## config.mk

```make
export PLATFORM = sky130hd
export DESIGN_NAME = quad_speed_error
export DESIGN_NICKNAME = d
export VERILOG_FILES = /design/src/rtl/quad_speed_error_pkg.sv /design/src/rtl/quad_speed_error_decoder.sv /design/src/rtl/quad_speed_error.sv
export SDC_FILE = /design/constraint.sdc
export NUM_CORES = 1
export LEC_CHECK = 0
export ABC_CLOCK_PERIOD_IN_PS = 9900
export CORE_UTILIZATION = 60
export CTS_BUF_LIST = sky130_fd_sc_hd__clkbuf_4
export DETAILED_ROUTE_END_ITERATION = 8
export MAX_ROUTING_LAYER = met4
export PLACE_DENSITY = 0.82
export SLEW_MARGIN = 25
export SYNTH_ARGS = -nofsm -noshare
export SYNTH_HDL_FRONTEND = slang
export SYNTH_SLANG_ARGS = --single-unit
```

## constraint.sdc

```tcl
create_clock -name CLOCK -period 9.9 [get_ports CLOCK]
set_clock_uncertainty 0.1 [all_clocks]
set_input_delay 1.98 -clock CLOCK [delete_from_list [all_inputs] [get_ports CLOCK]]
set_output_delay 1.98 -clock CLOCK [all_outputs]
set_load 0.01 [all_outputs]
```

## src/rtl/quad_speed_error_pkg.sv

```systemverilog
// Shared motor-control constants and sign-magnitude Q8.8 helpers for the
// quadrature speed-error path.
package quad_speed_error_pkg;

    localparam int N_WIDTH = 17;
    localparam int Q_WIDTH = 8;
    localparam int DEFAULT_WINDOW_CYCLES = 4100;

    localparam logic [N_WIDTH-1:0] MAX_MAG = 17'h0FFFF;
    localparam logic [7:0] INT_MAX = 8'd255;

    // Cycles after reset during which the synchronizer chain is still filling.
    localparam logic [1:0] PRIME_CYCLES = 2'd3;

    typedef enum logic {
        PRE_LOW,
        PRE_HIGH
    } pre_state_t;

    // Forward successor of {A,B} in the Gray sequence 00 -> 01 -> 11 -> 10.
    function automatic logic [1:0] gray_next(input logic [1:0] s);
        case (s)
            2'b00:   return 2'b01;
            2'b01:   return 2'b11;
            2'b11:   return 2'b10;
            default: return 2'b00;
        endcase
    endfunction

    function automatic logic signed [N_WIDTH:0] sm_to_tc(input logic [N_WIDTH-1:0] sm);
        logic signed [N_WIDTH:0] mag;
        mag = {2'b00, sm[N_WIDTH-2:0]};
        return sm[N_WIDTH-1] ? -mag : mag;
    endfunction

    // Saturates the magnitude and never produces a negative zero.
    function automatic logic [N_WIDTH-1:0] tc_to_sm(input logic signed [N_WIDTH:0] v);
        logic [N_WIDTH:0]   abs_v;
        logic [N_WIDTH-2:0] mag;
        abs_v = v[N_WIDTH] ? -v : v;
        mag = (abs_v > {1'b0, MAX_MAG}) ? MAX_MAG[N_WIDTH-2:0] : abs_v[N_WIDTH-2:0];
        return {(mag != '0) && v[N_WIDTH], mag};
    endfunction

endpackage

```

## src/rtl/quad_speed_error_decoder.sv

```systemverilog
// Encoder front end: 2-FF synchronizers, previous-state register and x4
// decode into single-cycle inc/dec/illegal pulses.
module quad_decoder
    import quad_speed_error_pkg::*;
(
    input  logic clk,
    input  logic rst,
    input  logic enc_a,
    input  logic enc_b,
    output logic inc,
    output logic dec,
    output logic illegal
);

    logic [1:0] meta;
    logic [1:0] sync;
    logic [1:0] prev;
    logic [1:0] prime_cnt;
    logic       primed;

    assign primed = (prime_cnt == PRIME_CYCLES);

    always_ff @(posedge clk) begin
        if (rst) begin
            meta      <= '0;
            sync      <= '0;
            prev      <= '0;
            prime_cnt <= '0;
        end else begin
            meta <= {enc_a, enc_b};
            sync <= meta;
            prev <= sync;
            if (!primed) begin
                prime_cnt <= prime_cnt + 2'd1;
            end
        end
    end

    // Until primed, the reset zeros in the chain would look like an edge.
    always_comb begin
        inc     = 1'b0;
        dec     = 1'b0;
        illegal = 1'b0;
        if (primed && (sync != prev)) begin
            if ((sync ^ prev) == 2'b11) begin
                illegal = 1'b1;
            end else if (sync == gray_next(prev)) begin
                inc = 1'b1;
            end else begin
                dec = 1'b1;
            end
        end
    end

endmodule

```

## src/rtl/quad_speed_error.sv

```systemverilog
// Windowed encoder speed measurement, setpoint subtraction into a
// sign-magnitude Q8.8 error word, and the PI controller sample clock.
module quad_speed_error #(
    parameter int N_WIDTH       = quad_speed_error_pkg::N_WIDTH,
    parameter int Q_WIDTH       = quad_speed_error_pkg::Q_WIDTH,
    parameter int WINDOW_CYCLES = quad_speed_error_pkg::DEFAULT_WINDOW_CYCLES,
    parameter int CNT_WIDTH     = 16
) (
    input  logic               CLOCK,
    input  logic               RESET,
    input  logic               ENC_A,
    input  logic               ENC_B,
    input  logic [N_WIDTH-1:0] SETPOINT,
    output logic [N_WIDTH-1:0] SPEED,
    output logic [N_WIDTH-1:0] ERROR_K,
    output logic               SAMPLE_VALID,
    output logic               Prescaler_clk,
    output logic               ENC_FAULT
);

    import quad_speed_error_pkg::*;

    localparam int WIN_W = $clog2(WINDOW_CYCLES);
    localparam int INT_W = N_WIDTH - 1 - Q_WIDTH;
    localparam logic [WIN_W-1:0] WIN_LAST  = WIN_W'(WINDOW_CYCLES - 1);
    localparam logic [WIN_W-1:0] HALF_LAST = WIN_W'(WINDOW_CYCLES / 2 - 1);
    localparam logic signed [CNT_WIDTH-1:0] ACC_MAX = {1'b0, {(CNT_WIDTH-1){1'b1}}};
    localparam logic signed [CNT_WIDTH-1:0] ACC_MIN = {1'b1, {(CNT_WIDTH-1){1'b0}}};
    localparam logic [CNT_WIDTH:0] CNT_SAT = {{(CNT_WIDTH+1-INT_W){1'b0}}, INT_MAX};

    logic inc;
    logic dec;
    logic illegal;

    logic [WIN_W-1:0]            win_cnt;
    logic                        terminal;
    logic signed [CNT_WIDTH-1:0] acc;
    logic signed [CNT_WIDTH-1:0] acc_base;
    logic signed [CNT_WIDTH-1:0] acc_next;
    logic                        win_fault;

    logic signed [CNT_WIDTH:0]   acc_ext;
    logic [CNT_WIDTH:0]          acc_abs;
    logic [INT_W-1:0]            int_mag;

    logic               s1_valid;
    logic               s1_fault;
    logic [N_WIDTH-1:0] s1_speed;
    logic               s2_valid;
    logic               s2_fault;
    logic [N_WIDTH-1:0] s2_speed;
    logic [N_WIDTH-1:0] s2_error;

    pre_state_t       pre_state;
    pre_state_t       pre_next;
    logic [WIN_W-1:0] pre_cnt;
    logic [WIN_W-1:0] pre_cnt_next;

    quad_decoder u_decoder (
        .clk     (CLOCK),
        .rst     (RESET),
        .enc_a   (ENC_A),
        .enc_b   (ENC_B),
        .inc     (inc),
        .dec     (dec),
        .illegal (illegal)
    );

    assign terminal = (win_cnt == WIN_LAST);

    // At the terminal count the new window starts from this cycle's edge.
    always_comb begin
        acc_base = terminal ? '0 : acc;
        acc_next = acc_base;
        if (inc && (acc_base != ACC_MAX)) begin
            acc_next = acc_base + CNT_WIDTH'(1);
        end else if (dec && (acc_base != ACC_MIN)) begin
            acc_next = acc_base - CNT_WIDTH'(1);
        end
    end

    always_comb begin
        acc_ext = {acc[CNT_WIDTH-1], acc};
        acc_abs = acc_ext[CNT_WIDTH] ? -acc_ext : acc_ext;
        int_mag = (acc_abs > CNT_SAT) ? INT_MAX : acc_abs[INT_W-1:0];
    end

    always_ff @(posedge CLOCK) begin
        if (RESET) begin
            win_cnt      <= '0;
            acc          <= '0;
            win_fault    <= 1'b0;
            s1_valid     <= 1'b0;
            s1_fault     <= 1'b0;
            s1_speed     <= '0;
            s2_valid     <= 1'b0;
            s2_fault     <= 1'b0;
            s2_speed     <= '0;
            s2_error     <= '0;
            SAMPLE_VALID <= 1'b0;
            SPEED        <= '0;
            ERROR_K      <= '0;
            ENC_FAULT    <= 1'b0;
        end else begin
            win_cnt   <= terminal ? '0 : win_cnt + WIN_W'(1);
            acc       <= acc_next;
            win_fault <= terminal ? illegal : (win_fault | illegal);

            s1_valid <= terminal;
            if (terminal) begin
                s1_speed <= {acc[CNT_WIDTH-1], int_mag, {Q_WIDTH{1'b0}}};
                s1_fault <= win_fault;
            end

            s2_valid <= s1_valid;
            if (s1_valid) begin
                s2_speed <= s1_speed;
                s2_error <= tc_to_sm(sm_to_tc(SETPOINT) - sm_to_tc(s1_speed));
                s2_fault <= s1_fault;
            end

            SAMPLE_VALID <= s2_valid;
            if (s2_valid) begin
                SPEED     <= s2_speed;
                ERROR_K   <= s2_error;
                ENC_FAULT <= s2_fault;
            end
        end
    end

    always_ff @(posedge CLOCK) begin
        if (RESET) begin
            pre_state <= PRE_LOW;
            pre_cnt   <= '0;
        end else begin
            pre_state <= pre_next;
            pre_cnt   <= pre_cnt_next;
        end
    end

    always_comb begin
        pre_next     = pre_state;
        pre_cnt_next = pre_cnt;
        case (pre_state)
            PRE_LOW: begin
                if (SAMPLE_VALID) begin
                    pre_next     = PRE_HIGH;
                    pre_cnt_next = '0;
                end
            end
            PRE_HIGH: begin
                if (pre_cnt == HALF_LAST) begin
                    pre_next = PRE_LOW;
                end else begin
                    pre_cnt_next = pre_cnt + WIN_W'(1);
                end
            end
            default: pre_next = PRE_LOW;
        endcase
    end

    assign Prescaler_clk = (pre_state == PRE_HIGH);

endmodule

```

Word level (Yosys, flattened, before mapping)

Cells that the tools add are included.

Add/subtract/negate cells: 10
Multiply operators: 0
Divide/modulo/power cells: 0
Order comparisons: 2
Equality and inequality tests: 12
Shift operators: 0
Multiplexer cells: 27
Bitwise logic cells: 3
Reductions and logical operators: 8

Operators by type and width:

| cell                    | count |
|---|---|
| $mux W16                | 4 |
| $mux W18                | 3 |
| $neg A16 Y18            | 2 |
| $ne A16 B16 Y1 const B  | 2 |
| $add A13 B1 Y13 const B | 2 |
| $mux W13                | 2 |
| $pmux W13 S2            | 1 |
| $gt A18 B16 Y1 const B  | 1 |
| $neg A18 Y18            | 1 |
| $sub A18 B18 Y18        | 1 |
| $gt A17 B8 Y1 const B   | 1 |
| $mux W17                | 1 |
| $neg A16 Y17            | 1 |
| $add A16 B2 Y16 const B | 1 |
| $reduce_bool A16 Y1     | 1 |
| $sub A16 B2 Y16 const B | 1 |
| $eq A13 B12 Y1 const B  | 1 |
| $eq A13 B13 Y1 const B  | 1 |
| $mux W1                 | 11 |
| $mux W8                 | 1 |
| $eq A2 B2 Y1 const B    | 3 |
| $pmux W2 S3             | 1 |
| $logic_and A1 B1 Y1     | 4 |
| $mux W2                 | 2 |
| 12 further kinds        | 13 |

Register bits: 119
Latch bits: 0
RAM bits: 0
Memory bits (read-only): 0
Input bits: 21
Output and inout port bits: 37
Word-level logic and storage cells: 82
Memories: 0

Longest topological paths before layout

Word-level depth: 11
Mapped depth: 19
Mapped depth without buffers: 17

By module

Synthesis repeated with hierarchy kept, for this count alone.

Cells, all modules: 894
Area total of the unflattened synthesis: 7,430.9 sq um

Modules (own cells, without submodules):

| module           | times used | cells an instance | area an instance (sq um) |
|---|---|---|---|
| quad_speed_error | 1          | 868               | 7,134.3 |
| quad_decoder     | 1          | 26                | 296.5 |

Least setup slack after synthesis

Ideal clock, no wire load.

Path type: input-to-reg
From: input port SETPOINT[0]
To: register s2_error[16]
Data arrival time: 5.892 ns
Setup slack: 3.781 ns
Cell stages on the path: 19
Path buffers: 2
Cell sequence: inv_1 ha_1 or4b_4 or3_1 o41ai_1 xnor2_1 ha_1 clkbuf_2 nor3_1 nand3_1 a31oi_1 a21oi_2 xor2_1 buf_4 o21ai_0 xnor2_1 nand4b_1 nor4_1 a21oi_1

Word-level cells in the longest chain between the ends: 9

Ends and longest elaborated chain:

| element                 | RTL line                   | source |
|---|---|---|
| start: declaration      | quad_speed_error.sv:13     | `input logic [N_WIDTH-1:0] SETPOINT,` |
| $neg A16 Y18            | quad_speed_error_pkg.sv:33 | `return sm[N_WIDTH-1] ? -mag : mag;` |
| $mux W18 (*)            | quad_speed_error_pkg.sv:33 |  |
| $sub A18 B18 Y18 (*)    | quad_speed_error.sv:118    | `s2_error <= tc_to_sm(sm_to_tc(SETPOINT) - sm_to_tc(s1_speed));` |
| $neg A18 Y18            | quad_speed_error_pkg.sv:40 | `abs_v = v[N_WIDTH] ? -v : v;` |
| $mux W18                | quad_speed_error_pkg.sv:40 |  |
| $gt A18 B16 Y1          | quad_speed_error_pkg.sv:41 | `mag = (abs_v > {1'b0, MAX_MAG}) ? MAX_MAG[N_WIDTH-2:0] : abs_v[N_WIDTH-2:0];` |
| $mux W16                | quad_speed_error_pkg.sv:41 |  |
| $reduce_bool A16 Y1     | quad_speed_error_pkg.sv:42 | `return {(mag != '0) && v[N_WIDTH], mag};` |
| $logic_and A1 B1 Y1 (*) | quad_speed_error_pkg.sv:42 |  |
| end signal: assignment  | quad_speed_error.sv:118    |  |
| end: declaration        | quad_speed_error.sv:52     | `logic [N_WIDTH-1:0] s2_error;` |

Mark *: on every way between the ends. The rest lies on a longest branch, timed or not.
A chain may end at the register's enable or synchronous reset.

Worst setup path after layout

Ends and elaborated chain as after synthesis.

==> impl_results.rst <==
.. list-table::
   :header-rows: 1

   * - Metric
     - Value
   * - Count of cell types in the netlist
     - 79
   * - Post-route cell area
     - between 0.007 and 0.008 mm^2
   * - Detail-routed net length per standard cell
     - between 15 and 20 um
   * - Detail Placement HPWL
     - around 12000 um
   * - Fin crit period
     - roughly 6.9 ns
   * - Part of the total power dissipated in the clock network
     - 0.331
   * - Synthesized-area fraction occupied by ao, oa, aoi and oai cells
     - 0.166
   * - Maximum fanout along the worst path
     - 14
   * - Multi-input gate area
     - 0.00430 mm^2
   * - Clock tree from TritonCTS
     - yes
   * - P per Cell Area
     - around 130 mW/mm^2
   * - Starting density of the core
     - 0.614
   * - Leading cell type in the layout, fill and taps excluded
     - sky130_fd_sc_hd__nor2_1
   * - Overall routed net length
     - roughly 16000 um
   * - Clk root buf
     - sky130_fd_sc_hd__clkbuf_4
   * - Worst-skew pair later-pin latency
     - ~0.55 ns
   * - Fraction of the yosys area taken by sequential cells
     - 0.341
   * - #FFs+latches synth
     - 119
   * - Number of buffers inserted to repair setup after CTS
     - 0
   * - Post-synth EDFFs
     - 0
   * - Arrival time of data at the critical path endpoint
     - approximately 7.3 ns
   * - Area grow syn2layout
     - 10.7%
   * - Number of DRC markers after the initial detailed-route iteration
     - about 350
   * - End point of the most critical hold path
     - s1_fault
   * - Setup violation total in the final timing report
     - 0
   * - Via density per instance
     - 6.01
   * - Net Sw Power
     - slightly below 300 uW
   * - Worst r2r dst
     - acc[8]
   * - Fillers
     - 906
   * - Worst Path Required
     - between 10 and 15 ns
   * - Average size of a mapped cell
     - 8.42 um^2
   * - Total standard cell area after synthesis
     - between 0.006 and 0.007 mm^2
   * - Most common flop cell mapped by yosys
     - sky130_fd_sc_hd__dfxtp_1
   * - Ant diodes
     - 0
   * - Number of H-tree levels
     - 4
   * - All-Layer GR Usage
     - 0.291
   * - Quantity of hold-fixing buffers added after cts
     - 0
   * - Total power
     - 997 uW
   * - Post-synth ARST share
     - 0
   * - Final Max Slew Viols
     - 0
   * - Buffers on Ports
     - approximately 50
   * - R2R setup slack
     - 5.23 ns
   * - Power Internal
     - 699 uW
   * - Die area
     - ~0.012 mm^2
   * - Combinational family with the most area after synthesis
     - simple AND/OR/NAND/NOR gates
   * - Run status
     - finished, final reports clean
   * - Total clock sinks
     - about 120
   * - Number of instances in the synthesized netlist
     - ~830
   * - Number of antenna violations at the first check in global routing
     - 0
   * - Worst setup path category
     - input port to flop
   * - Die Width
     - approximately 110 um
   * - Maximum resistive drop on vdd
     - 0.128 mV
   * - Total I/O pin count
     - between 50 and 60
   * - Main area contributors after synthesis
     - sky130_fd_sc_hd__dfxtp_1 (34%), sky130_fd_sc_hd__nor2_1 (6.6%), sky130_fd_sc_hd__mux2i_1 (6.3%)
   * - Count of synthesis-stage warnings from yosys
     - 0
   * - Placed cell count
     - about 980
   * - Area taken by flip-flops and latches
     - 0.00238 mm^2
   * - Core footprint
     - roughly 0.011 mm^2
   * - Post-layout instance count excluding filler cells
     - slightly above 1k
   * - Top cell type by total area after synthesis
     - sky130_fd_sc_hd__dfxtp_1
   * - CTS buffer count
     - 17
   * - Share of total power in sequential cells
     - 0.492
   * - DRC viols
     - 0
   * - RSZ-0062 raised after global routing
     - no
   * - Final estimated routing congestion in global placement
     - 0.989
   * - Final core utilization
     - 0.679
   * - Synth top area share
     - 0.341
   * - Reg2reg path depth
     - 15
   * - Hold path depth
     - 2
   * - Fraction of final layout cells sized beyond drive strength 1
     - 0.0829
   * - Worst reg2reg path startpoint
     - win_cnt[0]
   * - Fraction of the mapped netlist area in simple logic gates
     - 0.235
   * - Final net count
     - between 800 and 900
   * - Post-synthesis mux area share
     - 0.0663
   * - Switching power share of the total
     - 0.299
   * - Type of element capturing the critical path
     - flop
   * - Post-route clock period utilization
     - 0.701
   * - Origin of the worst min-delay path
     - s1_fault
   * - Largest net degree at the start of global routing
     - 64
   * - Post-cts resize count
     - 0
   * - Adder-Cell Fraction of Synth Area
     - 0.0341
   * - Worst Max-Slew Pin Slew
     - between 0.9 and 1 ns
   * - Post-route setup TNS
     - 0 ns
   * - Clock-pin slew on the worst setup and hold paths
     - 0.12 ns
   * - Aggregate global routing overflow
     - 0
   * - Wire length of the first global-routing pass
     - around 27000 um
   * - Category of the worst setup path launch point
     - input port
   * - Worst slew margin relative to its limit
     - 0.344
   * - Vias in the first global route
     - ~5.8k
   * - Xor/xnor cell area share of the yosys netlist
     - 0.108
   * - Final antenna-violating net count
     - 0
   * - First-pass iteration count of the detailed router
     - 5
   * - Number of hold-slack violations in the final timing report
     - 0
   * - Deepest clock path buffer count
     - 2
   * - Highest clock rate
     - ~140 MHz
   * - Row cnt
     - 39
   * - Commonest non-fill, non-tap cells in the layout
     - sky130_fd_sc_hd__nor2_1 (122), sky130_fd_sc_hd__dfxtp_1 (119), sky130_fd_sc_hd__nand2_1 (66), sky130_fd_sc_hd__clkdlybuf4s50_1 (48), sky130_fd_sc_hd__mux2i_1 (44)
   * - Leak pwr
     - ~2.8 nW
   * - Dpl cell area
     - 0.00745 mm^2
   * - Max Cap Viol
     - 0
   * - Vias post-DR
     - between 6k and 7k
   * - Overall die height
     - ~110 um
   * - Combinational power share
     - 0.177
   * - Hold/Removal Path Class
     - flop to flop
[power groups by stage]
stage	sequential (mW)	clock, mW	combinational, mW
CTS	0.490	0.337	0.174
global placement	0.501	0	0.166
finish	0.491	0.330	0.176
global route	0.492	0.356	0.194
floorplan	0.498	0	0.137
detailed placement	0.501	0	0.173
[critical path, cell delays in order]
cell and delay (ns):
sky130_fd_sc_hd__clkdlybuf4s50_1 0.50, sky130_fd_sc_hd__inv_1 0.13, sky130_fd_sc_hd__ha_1 0.28, sky130_fd_sc_hd__or4b_4 0.53
sky130_fd_sc_hd__or3_1 0.39, sky130_fd_sc_hd__o41ai_1 0.34, sky130_fd_sc_hd__xnor2_1 0.17, sky130_fd_sc_hd__ha_1 0.33
sky130_fd_sc_hd__o21ai_0 0.17, sky130_fd_sc_hd__a22oi_1 0.32, sky130_fd_sc_hd__a31oi_1 0.22, sky130_fd_sc_hd__a21oi_2 0.39
sky130_fd_sc_hd__xor2_2 0.53, sky130_fd_sc_hd__o21ai_0 0.27, sky130_fd_sc_hd__xnor2_1 0.30, sky130_fd_sc_hd__nand4b_1 0.13
sky130_fd_sc_hd__nor4_1 0.18, sky130_fd_sc_hd__a21oi_1 0.11
[cells in the mapped netlist (all sizes together) (4+ instances only)]
master and number:
dfxtp 119, o41ai 4, a22oi 6, mux2i 44
nor4 14, xnor2 36, ha 19, o22ai 4
nor2b 12, nand2b 7, o211ai 5, nor2 122
clkbuf 31, and2 7, or4 9, o21a 4
nand3 28, o21ai 38, o31ai 14, a211oi 24
or3 6, or2 4, nand4 10, a32oi 5
xor2 41, a21o 8, inv 21, buf 22
a31oi 6, nor3 17, nand2 66, a21oi 27
and3 12
[flip-flops by register name (all words and copies together) (netlist names), 2 cells and up]
name and flops:
ERROR_K 17, SPEED 9, acc 16, pre_cnt 13, s1_speed 9, s2_error 17, s2_speed 9, u_decoder.meta 2
u_decoder.prev 2, u_decoder.prime_cnt 2, u_decoder.sync 2, win_cnt 13
[through the flow]
stage | hold WS (ns) | setup WS [ns]
final | 0.364 | 2.96
after CTS | 0.364 | 2.71
after detailed placement | 0.350 | 2.13
after global placement | 0.331 | 2.45
after global routing | 0.387 | 2.61
after floorplan | 0.314 | 3.78
[worst max path at each step]
stage	slack, ns	start	end	cells after the start
after floorplan	3.78	SETPOINT[0]	s2_error[16]	19
after global placement	2.45	SETPOINT[0]	s2_error[16]	18
after CTS	2.71	SETPOINT[0]	s2_error[16]	18
final	2.96	SETPOINT[0]	s2_error[16]	18
after detailed placement	2.13	SETPOINT[0]	s2_error[16]	18
after global routing	2.61	SETPOINT[0]	s2_error[16]	18
[cells by family after synthesis]
family                   count (synthesis)
AO/OA/AOI/OAI                          162
AND/OR/NAND/NOR                        327
XOR/XNOR                                80
flip-flops                             119
adder cells (fa/ha/maj)                 19
other                                    1
buffers and inverters                   75
multiplexers                            46
[final cells by class]
cell class | instances | share of cell area
Clock buffer | 17 | 0.0165
Inverter | 22 | 0.0107
Tap cell | 143 | 0.0232
Clock inverter | 15 | 0.0178
Timing Repair Buffer | 53 | 0.0667
Multi-Input combinational cell | 642 | 0.557
Sequential cell | 119 | 0.308
[routing by layer]
metal / share of wire / GRT usage
met2: 0.50 / 0.505
met3: 0.045 / 0.0539
met4: 0.023 / 0.118
met1: 0.43 / 0.328
met5: 0 / -
No activity file was read; power rests on OpenSTA's default activity.
